--- src/rtl/fetch_unit_pkg.sv ---
// Shared types and constants for the instruction fetch stage and its buffer.
package fetch_unit_pkg;

    localparam int INSTR_WIDTH = 32;
    localparam int ADDR_WIDTH  = 32;
    localparam int ENTRY_WIDTH = ADDR_WIDTH + INSTR_WIDTH;

    localparam logic [INSTR_WIDTH-1:0] NOP = 32'h0000_0013;

    typedef enum logic [1:0] {
        FETCH_IDLE = 2'd0,
        FETCH_REQ  = 2'd1,
        FETCH_DROP = 2'd2
    } fetch_state_t;

    function automatic logic [ADDR_WIDTH-1:0] word_align(input logic [ADDR_WIDTH-1:0] a);
        return a & ~ADDR_WIDTH'(3);
    endfunction

endpackage

--- src/rtl/fetch_unit_if.sv ---
// ICache request, decode handshake and redirect signals of the fetch stage.
interface fetch_unit_if;
    import fetch_unit_pkg::*;

    logic                   read_request;
    logic [ADDR_WIDTH-1:0]  addr;
    logic                   read_response;
    logic [INSTR_WIDTH-1:0] read_data;

    logic                   instr_valid;
    logic                   instr_ready;
    logic [INSTR_WIDTH-1:0] instr_data;
    logic [ADDR_WIDTH-1:0]  instr_pc;

    logic                   redirect;
    logic [ADDR_WIDTH-1:0]  redirect_pc;

    modport master (
        output read_request, addr, instr_valid, instr_data, instr_pc,
        input  read_response, read_data, instr_ready, redirect, redirect_pc
    );

    modport slave (
        input  read_request, addr, instr_valid, instr_data, instr_pc,
        output read_response, read_data, instr_ready, redirect, redirect_pc
    );

endinterface

--- src/rtl/fetch_fifo.sv ---
// Small instruction buffer holding {pc, instr} entries toward decode, with flush.
module fetch_fifo
    import fetch_unit_pkg::*;
#(
    parameter  int FIFO_DEPTH = 2,
    localparam int PTR_W      = $clog2(FIFO_DEPTH),
    localparam int CNT_W      = PTR_W + 1
) (
    input  logic                   clk,
    input  logic                   reset,
    input  logic                   flush,
    input  logic                   push,
    input  logic [ENTRY_WIDTH-1:0] push_entry,
    input  logic                   pop_ready,
    output logic                   head_valid,
    output logic [ENTRY_WIDTH-1:0] head_entry,
    output logic [CNT_W-1:0]       count
);

    logic [ENTRY_WIDTH-1:0] mem [FIFO_DEPTH];
    logic [PTR_W-1:0]       wr_ptr;
    logic [PTR_W-1:0]       rd_ptr;
    logic                   pop;

    assign head_valid = (count != '0);
    assign pop        = head_valid && pop_ready;
    // Empty head reads as zero so decode never sees stale storage.
    assign head_entry = head_valid ? mem[rd_ptr] : '0;

    always_ff @(posedge clk or posedge reset) begin
        if (reset) begin
            wr_ptr <= '0;
            rd_ptr <= '0;
            count  <= '0;
        end else if (flush) begin
            wr_ptr <= '0;
            rd_ptr <= '0;
            count  <= '0;
        end else begin
            if (push) begin
                wr_ptr <= wr_ptr + PTR_W'(1);
            end
            if (pop) begin
                rd_ptr <= rd_ptr + PTR_W'(1);
            end
            count <= count + CNT_W'(push) - CNT_W'(pop);
        end
    end

    always_ff @(posedge clk) begin
        if (push && !flush) begin
            mem[wr_ptr] <= push_entry;
        end
    end

endmodule

--- src/rtl/fetch_unit.sv ---
// Fetch stage: owns the PC, issues one ICache read at a time and buffers results.
module fetch_unit
    import fetch_unit_pkg::*;
#(
    parameter logic [ADDR_WIDTH-1:0] RESET_VECTOR = 32'h0000_0000,
    parameter int                    FIFO_DEPTH   = 2
) (
    input  logic         clk,
    input  logic         reset,
    fetch_unit_if.master bus
);

    localparam int CNT_W = $clog2(FIFO_DEPTH) + 1;

    fetch_state_t          state_q, state_d;
    logic [ADDR_WIDTH-1:0] pc_q, pc_d;
    logic [ADDR_WIDTH-1:0] req_pc_q, req_pc_d;
    logic [ADDR_WIDTH-1:0] redirect_target;
    logic                  push;
    logic                  flush;
    logic                  has_space;
    logic [CNT_W-1:0]      fifo_count;
    logic [ENTRY_WIDTH-1:0] head_entry;

    assign redirect_target = word_align(bus.redirect_pc);
    assign has_space       = (fifo_count < CNT_W'(FIFO_DEPTH));

    always_ff @(posedge clk or posedge reset) begin
        if (reset) begin
            state_q  <= FETCH_IDLE;
            pc_q     <= RESET_VECTOR;
            req_pc_q <= '0;
        end else begin
            state_q  <= state_d;
            pc_q     <= pc_d;
            req_pc_q <= req_pc_d;
        end
    end

    // Leaving REQ/DROP always passes through IDLE, which gives the ICache its idle gap.
    always_comb begin
        state_d  = state_q;
        pc_d     = pc_q;
        req_pc_d = req_pc_q;
        push     = 1'b0;
        flush    = 1'b0;
        unique case (state_q)
            FETCH_IDLE: begin
                if (bus.redirect) begin
                    pc_d  = redirect_target;
                    flush = 1'b1;
                end else if (has_space) begin
                    req_pc_d = pc_q;
                    state_d  = FETCH_REQ;
                end
            end
            FETCH_REQ: begin
                if (bus.redirect) begin
                    pc_d    = redirect_target;
                    flush   = 1'b1;
                    state_d = bus.read_response ? FETCH_IDLE : FETCH_DROP;
                end else if (bus.read_response) begin
                    push    = 1'b1;
                    pc_d    = pc_q + ADDR_WIDTH'(4);
                    state_d = FETCH_IDLE;
                end
            end
            FETCH_DROP: begin
                if (bus.redirect) begin
                    pc_d  = redirect_target;
                    flush = 1'b1;
                end
                if (bus.read_response) begin
                    state_d = FETCH_IDLE;
                end
            end
            default: begin
                state_d = FETCH_IDLE;
            end
        endcase
    end

    assign bus.read_request = (state_q != FETCH_IDLE);
    assign bus.addr         = req_pc_q;

    fetch_fifo #(
        .FIFO_DEPTH (FIFO_DEPTH)
    ) u_fifo (
        .clk        (clk),
        .reset      (reset),
        .flush      (flush),
        .push       (push),
        .push_entry ({req_pc_q, bus.read_data}),
        .pop_ready  (bus.instr_ready),
        .head_valid (bus.instr_valid),
        .head_entry (head_entry),
        .count      (fifo_count)
    );

    assign bus.instr_pc   = head_entry[ENTRY_WIDTH-1:INSTR_WIDTH];
    assign bus.instr_data = head_entry[INSTR_WIDTH-1:0];

endmodule

--- src/flat_wrapper.sv ---
// flat-port wrapper written by rule: the top's interface ports become plain ports
module fetch_unit_flat import fetch_unit_pkg::*;
#(
    parameter logic [ADDR_WIDTH-1:0] RESET_VECTOR = 32'h0000_0000,
    parameter int                    FIFO_DEPTH   = 2
)
  (clk, reset, bus_read_request, bus_addr, bus_instr_valid, bus_instr_data, bus_instr_pc, bus_read_response, bus_read_data, bus_instr_ready, bus_redirect, bus_redirect_pc);
  fetch_unit_if bus_i ();
  input  logic clk;
  input  logic reset;
  output wire logic [$bits(bus_i.read_request)-1:0] bus_read_request;
  output wire logic [$bits(bus_i.addr)-1:0] bus_addr;
  output wire logic [$bits(bus_i.instr_valid)-1:0] bus_instr_valid;
  output wire logic [$bits(bus_i.instr_data)-1:0] bus_instr_data;
  output wire logic [$bits(bus_i.instr_pc)-1:0] bus_instr_pc;
  input wire logic [$bits(bus_i.read_response)-1:0] bus_read_response;
  input wire logic [$bits(bus_i.read_data)-1:0] bus_read_data;
  input wire logic [$bits(bus_i.instr_ready)-1:0] bus_instr_ready;
  input wire logic [$bits(bus_i.redirect)-1:0] bus_redirect;
  input wire logic [$bits(bus_i.redirect_pc)-1:0] bus_redirect_pc;
  assign bus_read_request = bus_i.read_request;
  assign bus_addr = bus_i.addr;
  assign bus_instr_valid = bus_i.instr_valid;
  assign bus_instr_data = bus_i.instr_data;
  assign bus_instr_pc = bus_i.instr_pc;
  assign bus_i.read_response = bus_read_response;
  assign bus_i.read_data = bus_read_data;
  assign bus_i.instr_ready = bus_instr_ready;
  assign bus_i.redirect = bus_redirect;
  assign bus_i.redirect_pc = bus_redirect_pc;
  fetch_unit #(.RESET_VECTOR(RESET_VECTOR), .FIFO_DEPTH(FIFO_DEPTH)) u_core (.clk(clk), .reset(reset), .bus(bus_i));
endmodule
--- config.mk ---
export PLATFORM = sky130hd
export DESIGN_NAME = fetch_unit_flat
export DESIGN_NICKNAME = d
export VERILOG_FILES = /design/src/rtl/fetch_unit_pkg.sv /design/src/rtl/fetch_unit_if.sv /design/src/rtl/fetch_fifo.sv /design/src/rtl/fetch_unit.sv /design/src/flat_wrapper.sv
export SDC_FILE = /design/constraint.sdc
export NUM_CORES = 1
export LEC_CHECK = 0
export BUFFER_PORTS_ARGS = -buffer_cell sky130_fd_sc_hd__buf_2
export CAP_MARGIN = 10
export CORE_MARGIN = 2
export CORE_UTILIZATION = 59
export CTS_CLUSTER_DIAMETER = 150
export DETAILED_ROUTE_END_ITERATION = 8
export GPL_ROUTABILITY_DRIVEN = 0
export GPL_TIMING_DRIVEN = 0
export HOLD_SLACK_MARGIN = 0.06
export PLACE_DENSITY = 0.91
export SLEW_MARGIN = 20
export SYNTH_ARGS = -nofsm -noshare
export SYNTH_HDL_FRONTEND = slang
export SYNTH_SLANG_ARGS = --single-unit
export TNS_END_PERCENT = 30
--- constraint.sdc ---
create_clock -name clk -period 10.4 [get_ports clk]
set_input_delay 1.04 -clock clk [delete_from_list [all_inputs] [get_ports clk]]
set_output_delay 1.04 -clock clk [all_outputs]
set_load 0.02 [all_outputs]
Word level (Yosys, flattened, before mapping)
Memory sizes are Yosys's and may differ from the RTL's. Index checks and enable logic that the tools add are counted.

Add/subtract/negate cells: 5. $lt $le $gt $ge: 1. Eq/ne operators: 6. Muxes and demuxes: 23. Bitwise logic cells: 1. Reductions and logical operators: 14.

Operator list (number): $mux W32 (3); $mux W64 (1); $pmux W32 S2 (1); $add A32 B3 Y32 const B (1); $mux W2 (6); $mux W1 (11); $reduce_bool A2 Y1 (5); $pmux W2 S3 (1); $reduce_and A3 Y1 (2); $ne A2 B1 Y1 const B (2); $ne A3 B3 Y1 const B (1); $reduce_or A3 Y1 (1); $add A1 B1 Y1 const B (2); $add A2 B1 Y2 (1); $eq A2 B1 Y1 const B (1); $eq A2 B2 Y1 const B (1); $logic_and A1 B1 Y1 (2); $logic_not A2 Y1 (1); $lt A2 B2 Y1 const B (1); $ne A2 B2 Y1 const B (1); $reduce_and A2 Y1 (1); $reduce_or A2 Y1 (1); $sub A2 B1 Y2 (1); $logic_not A1 Y1 (1); $not A1 Y1 (1).

Register bits after elaboration: 70. Bits in writable memories: 128. Input bits: 69. Word-level logic and storage cells: 57. Memories kept: 1.

Memories: u_core.u_fifo.mem (depth 2, width 64, rd ports 1, clocked after Yosys merged registers in 0, wr ports 1, line fetch_fifo.sv:20) `logic [ENTRY_WIDTH-1:0] mem [FIFO_DEPTH];`.

Depth between registers and ports, before layout
Word-level depth: 7. Gate-level depth with buffers: 9.

Modules after synthesis
From an unflattened synthesis, not the netlist that was laid out.

Cell total of the unflattened synthesis: 610. Area total of the unflattened synthesis: 8298.0 um^2.

Modules (own cells, without submodules): fetch_fifo (instances 1, cells an instance 292, area an instance 5111.2 um^2, seq. area each 3943.8 um^2); fetch_unit (instances 1, cells an instance 318, area an instance 3186.8 um^2, seq. area each 1551.5 um^2).

Least setup slack after synthesis
OpenSTA, ideal clock, no wires.

Path kind: input to register. From: input port bus_redirect. To: memory u_core.u_fifo.mem[0][0] (netlist name) (enable). Arrival time: 3987 ps. Path slack: 5930 ps. Stages: 3. Path through: nand4bb_1 clkbuf_1 nor2_1.

Word-level cells in the longest chain between the ends: 6. Elaborated cells on any way between the ends: 8. Classes of those cells: 6 x mux; 2 x reduce/logical.

RTL lines: start: declaration (line flat_wrapper.sv:19) `input wire logic [$bits(bus_i.redirect)-1:0] bus_redirect;`; $mux W1 (line fetch_unit.sv:49, fetch_unit.sv:58, fetch_unit.sv:69); $mux W1; $logic_not A1 Y1 (line fetch_fifo.sv:51) `if (push && !flush) begin`; $logic_and A1 B1 Y1 (*) (line fetch_fifo.sv:51); $mux W1 (*) (line fetch_fifo.sv:51); $mux W1 (not written as such) (*) (line fetch_fifo.sv:52) `mem[wr_ptr] <= push_entry;`; end: declaration (line fetch_fifo.sv:20).

Every way passes the cells marked *; elsewhere a longest branch is shown, timed or not.

Worst setup path after layout
From: register u_core.u_fifo.rd_ptr. To: output port bus_instr_pc[8].

Word-level cells in the longest chain between the ends: 2.

RTL lines: start: declaration (line fetch_fifo.sv:22) `logic [PTR_W-1:0] rd_ptr;`; start signal: assignment (line fetch_fifo.sv:44) `rd_ptr <= rd_ptr + PTR_W'(1);`; $mem_v2 Z2 W64; $mux W64 (line fetch_fifo.sv:28) `assign head_entry = head_valid ? mem[rd_ptr] : '0;`; end: declaration (line flat_wrapper.sv:15) `output wire logic [$bits(bus_i.instr_pc)-1:0] bus_instr_pc;`.

Every way passes these cells.

==> impl_metrics.json <==
{
  "synthArstFlopShare_pct": 34.7,
  "yosysMostFrequentCell": "edfxtp_1",
  "synth_area_um2": 8230,
  "cpMostUsedCell": "clkbuf_1",
  "dp_hpwl_um": 12700,
  "vias": 6056,
  "first_pass_iters": 7,
  "setup_viol": 0,
  "synthMuxAreaShare_pct": 12.3,
  "hold_violations": 0,
  "synthCells": 637,
  "finalCritPeriodShare_pct": 34.1,
  "area_growth_pct": 21.0,
  "max-vdd-ir-drop_mv": 0.123,
  "layout.nets": 896,
  "critPathLaunchType": "flip-flop",
  "maxSlewHeadroom_pct": 31.6,
  "netlist_top_cells_area": "edfxtp_1, dfrtp_1, mux2i_1, mux2_2, nor2_1",
  "ys_ff_latch": 190,
  "die-area_um2": 14900,
  "cts_tree": "built",
  "ctsHtreeMaxLevel": 4,
  "die_y_um": 122,
  "rows": 43,
  "cts_setup_buffers": 0,
  "numCtsBuffers": 17,
  "cts_buffer_depth": 2,
  "fmax_mhz": 282,
  "slowest_stage": "clkbuf_1",
  "power_density_nw_per_um2": 257,
  "worstMarginPinSlew_ns": 1.02,
  "place_ws_ns": 7.28,
  "power_mw": 2.56,
  "worstHoldPathType": "reg2reg",
  "leakagePower_nw": 3.88,
  "die_w_um": 122,
  "post_cts_resized": 0,
  "critPathMaxFanout": 10,
  "antenna_found_initial": 0,
  "ys.warnings.count": 0,
  "synth_top_family_by_area": "multiplexers",
  "synth_fa_ha_area_share_pct": 0.456,
  "ctsRootBufferMaster": "clkbuf_16",
  "holdWs_ns": 0.487,
  "port_buffers": 160,
  "drive_gt1_share_pct": 28.9,
  "drv_slew": 0,
  "synth_top_area_share_pct": 45.2,
  "path_delay_family": "buffers and inverters",
  "synth_simple_gate_area_share_pct": 12.1,
  "avgSynthCellArea_um2": 12.9,
  "overflow": 0,
  "grt_util_all_layers_pct": 25.6,
  "finalWirelength_um": 18800,
  "synth_ff_type": "edfxtp_1",
  "grt_pass1_wl_um": 28900,
  "drt_iter0_markers": 808,
  "cp_cell_sequence": "clkbuf_1 > clkbuf_1 > mux2i_1 > nor2_1 > buf_2",
  "period_needed_ns": 3.55,
  "rsz0062_at_grt": "false",
  "status": "finished clean",
  "ys_seq_area_share_pct": 65.3,
  "holdBufCountCts": 0,
  "cp.required_ns": 9.36,
  "grt_max_degree": 43,
  "core-area_um2": 13800,
  "cts_sinks": 190,
  "synth_top_area_cell": "edfxtp_1",
  "wire_per_inst_um": 18.5,
  "path_buf_inv": 3,
  "ioPinCount": 167,
  "synth-edff-count": 124,
  "diodes": 0,
  "crit_arrival_ns": 2.51,
  "skew_ns": 0.00852,
  "netlist_top_cells_count": "edfxtp_1, nor2_1, dfrtp_1, mux2i_1, clkbuf_1",
  "ant_nets": 0,
  "synth_xor_area_share_pct": 0.319,
  "initial_core_util_pct": 59.8,
  "via_per_inst": 5.95,
  "clk_latency_ns": 0.43,
  "synth-compound-area-share_pct": 6.57,
  "fin_ws_ns": 6.85,
  "criticalPathCategory": "reg2out",
  "drv_cap": 0,
  "crit_path_end_kind": "output pin",
  "cts.clk_slew.worst_paths_ns": 0.06,
  "finalSetupTns_ns": 0,
  "grt_pass1_vias": 5709,
  "synth.distinct_cells": 51,
  "slowest_delay_ns": 0.67,
  "drc": 0
}
-- where the power goes --
part / internal, mW / switching (mW) / total (mW) / leakage (nW)
logic: 0.320 / 0.572 / 0.891 / 1.72
clock network: 0.337 / 0.276 / 0.613 / 0.263
registers: 0.954 / 0.102 / 1.06 / 1.89
total: 1.61 / 0.949 / 2.56 / 3.88
-- through the flow --
| step | instance area (um2) | cells | util [%] |
|---|---|---|---|
| after floorplan | 8240 | 640 | - |
| after global placement | 9270 | 980 | 67.3 |
| after detailed placement | 9400 | 985 | 68.3 |
| after CTS | 9960 | 1017 | 72.3 |
| after global routing | 9960 | 1017 | 72.3 |
| final | 9960 | 1017 | 72.3 |
-- final cells by class --
type,instances,area (um2)
buffer,49,209
clock buffer,19,443
clock inverter,13,115
fill,924,3810
inverter,9,36.3
multi-input combinational,392,2640
sequential,190,5380
tap,180,225
timing repair buffer,165,916
-- registers in the layout, indices dropped and copies added (netlist names) --
register / count
u_core.bus.addr: 30
u_core.state_q: 2
u_core.pc_q: 30
u_core.u_fifo.count: 2
u_core.u_fifo.wr_ptr: 1
u_core.u_fifo.rd_ptr: 1
u_core.u_fifo.mem: 124
-- cells in the final DEF (no fill, tap or decap), types with 3 or more instances in the layout --
master / netlist / final
o21ai_0: 18 / 18
mux2i_1: 66 / 66
nor3_1: 6 / 6
buf_2: 8 / 168
and3_1: 7 / 7
buf_1: 3 / 3
and2_1: 5 / 5
nor4_1: 10 / 10
conb_1: 1 / 4
edfxtp_1: 124 / 124
nand2_1: 23 / 23
o211ai_1: 3 / 3
a21oi_1: 21 / 21
ha_1: 3 / 3
inv_1: 9 / 8
a31oi_1: 6 / 6
nand2b_1: 3 / 3
mux2_2: 31 / 31
nor2_1: 91 / 89
a211oi_1: 3 / 3
nand3_1: 16 / 16
clkinvlp_4: 0 / 4
nand4_1: 16 / 16
buf_4: 4 / 4
buf_12: 0 / 3
a32oi_1: 8 / 8
nor3b_1: 3 / 3
o22ai_1: 3 / 3
a311oi_1: 3 / 3
dfrtp_1: 66 / 66
clkbuf_1: 34 / 35
or3_1: 3 / 3
xnor2_1: 3 / 3
o22a_1: 3 / 3
nand3b_1: 8 / 8
clkbuf_16: 0 / 17
and4_1: 4 / 4
-- cell families after synthesis --
group                      after synthesis
and+or+nand+nor                        203
DFF                                    190
muxes                                   97
AOI/OAI and AO/OA                       82
buffers and inverters                   58
adders and majority gates                3
xor gates and xnor gates                 3
other                                    1
-- metal layers --
| metal | global-route usage (%) | up-vias | wire length, um |
|---|---|---|---|
| li1 | - | 2741 | - |
| met4 | 13.3 | 0 | 701 |
| met1 | 32.3 | 2853 | 7270 |
| met2 | 41.5 | 391 | 9040 |
| met3 | 6.23 | 71 | 1760 |
| met5 | 0 | - | 0 |
-- worst paths after layout --
check | start | to | slack [ns] | cells past startpoint
setup / recovery | u_core.u_fifo.rd_ptr$_DFFE_PP0P_ | bus_instr_pc[8] | 6.85 | 5
hold / removal | u_core.bus.addr[21]$_DFFE_PP0P_ | u_core.u_fifo.mem[0][53]$_DFFE_PP_ | 0.49 | 0
setup reg to reg | u_core.u_fifo.count[1]$_DFF_PP0_ | u_core.u_fifo.count[1]$_DFF_PP0_ | 7.79 | 9
hold reg to reg | u_core.bus.addr[21]$_DFFE_PP0P_ | u_core.u_fifo.mem[0][53]$_DFFE_PP_ | 0.49 | 0
max in group asynchronous | reset | u_core.u_fifo.rd_ptr$_DFFE_PP0P_ | 9.29 | 3
min in group asynchronous | reset | u_core.bus.addr[9]$_DFFE_PP0P_ | 0.58 | 2
Power figures use the tool's default switching activity.
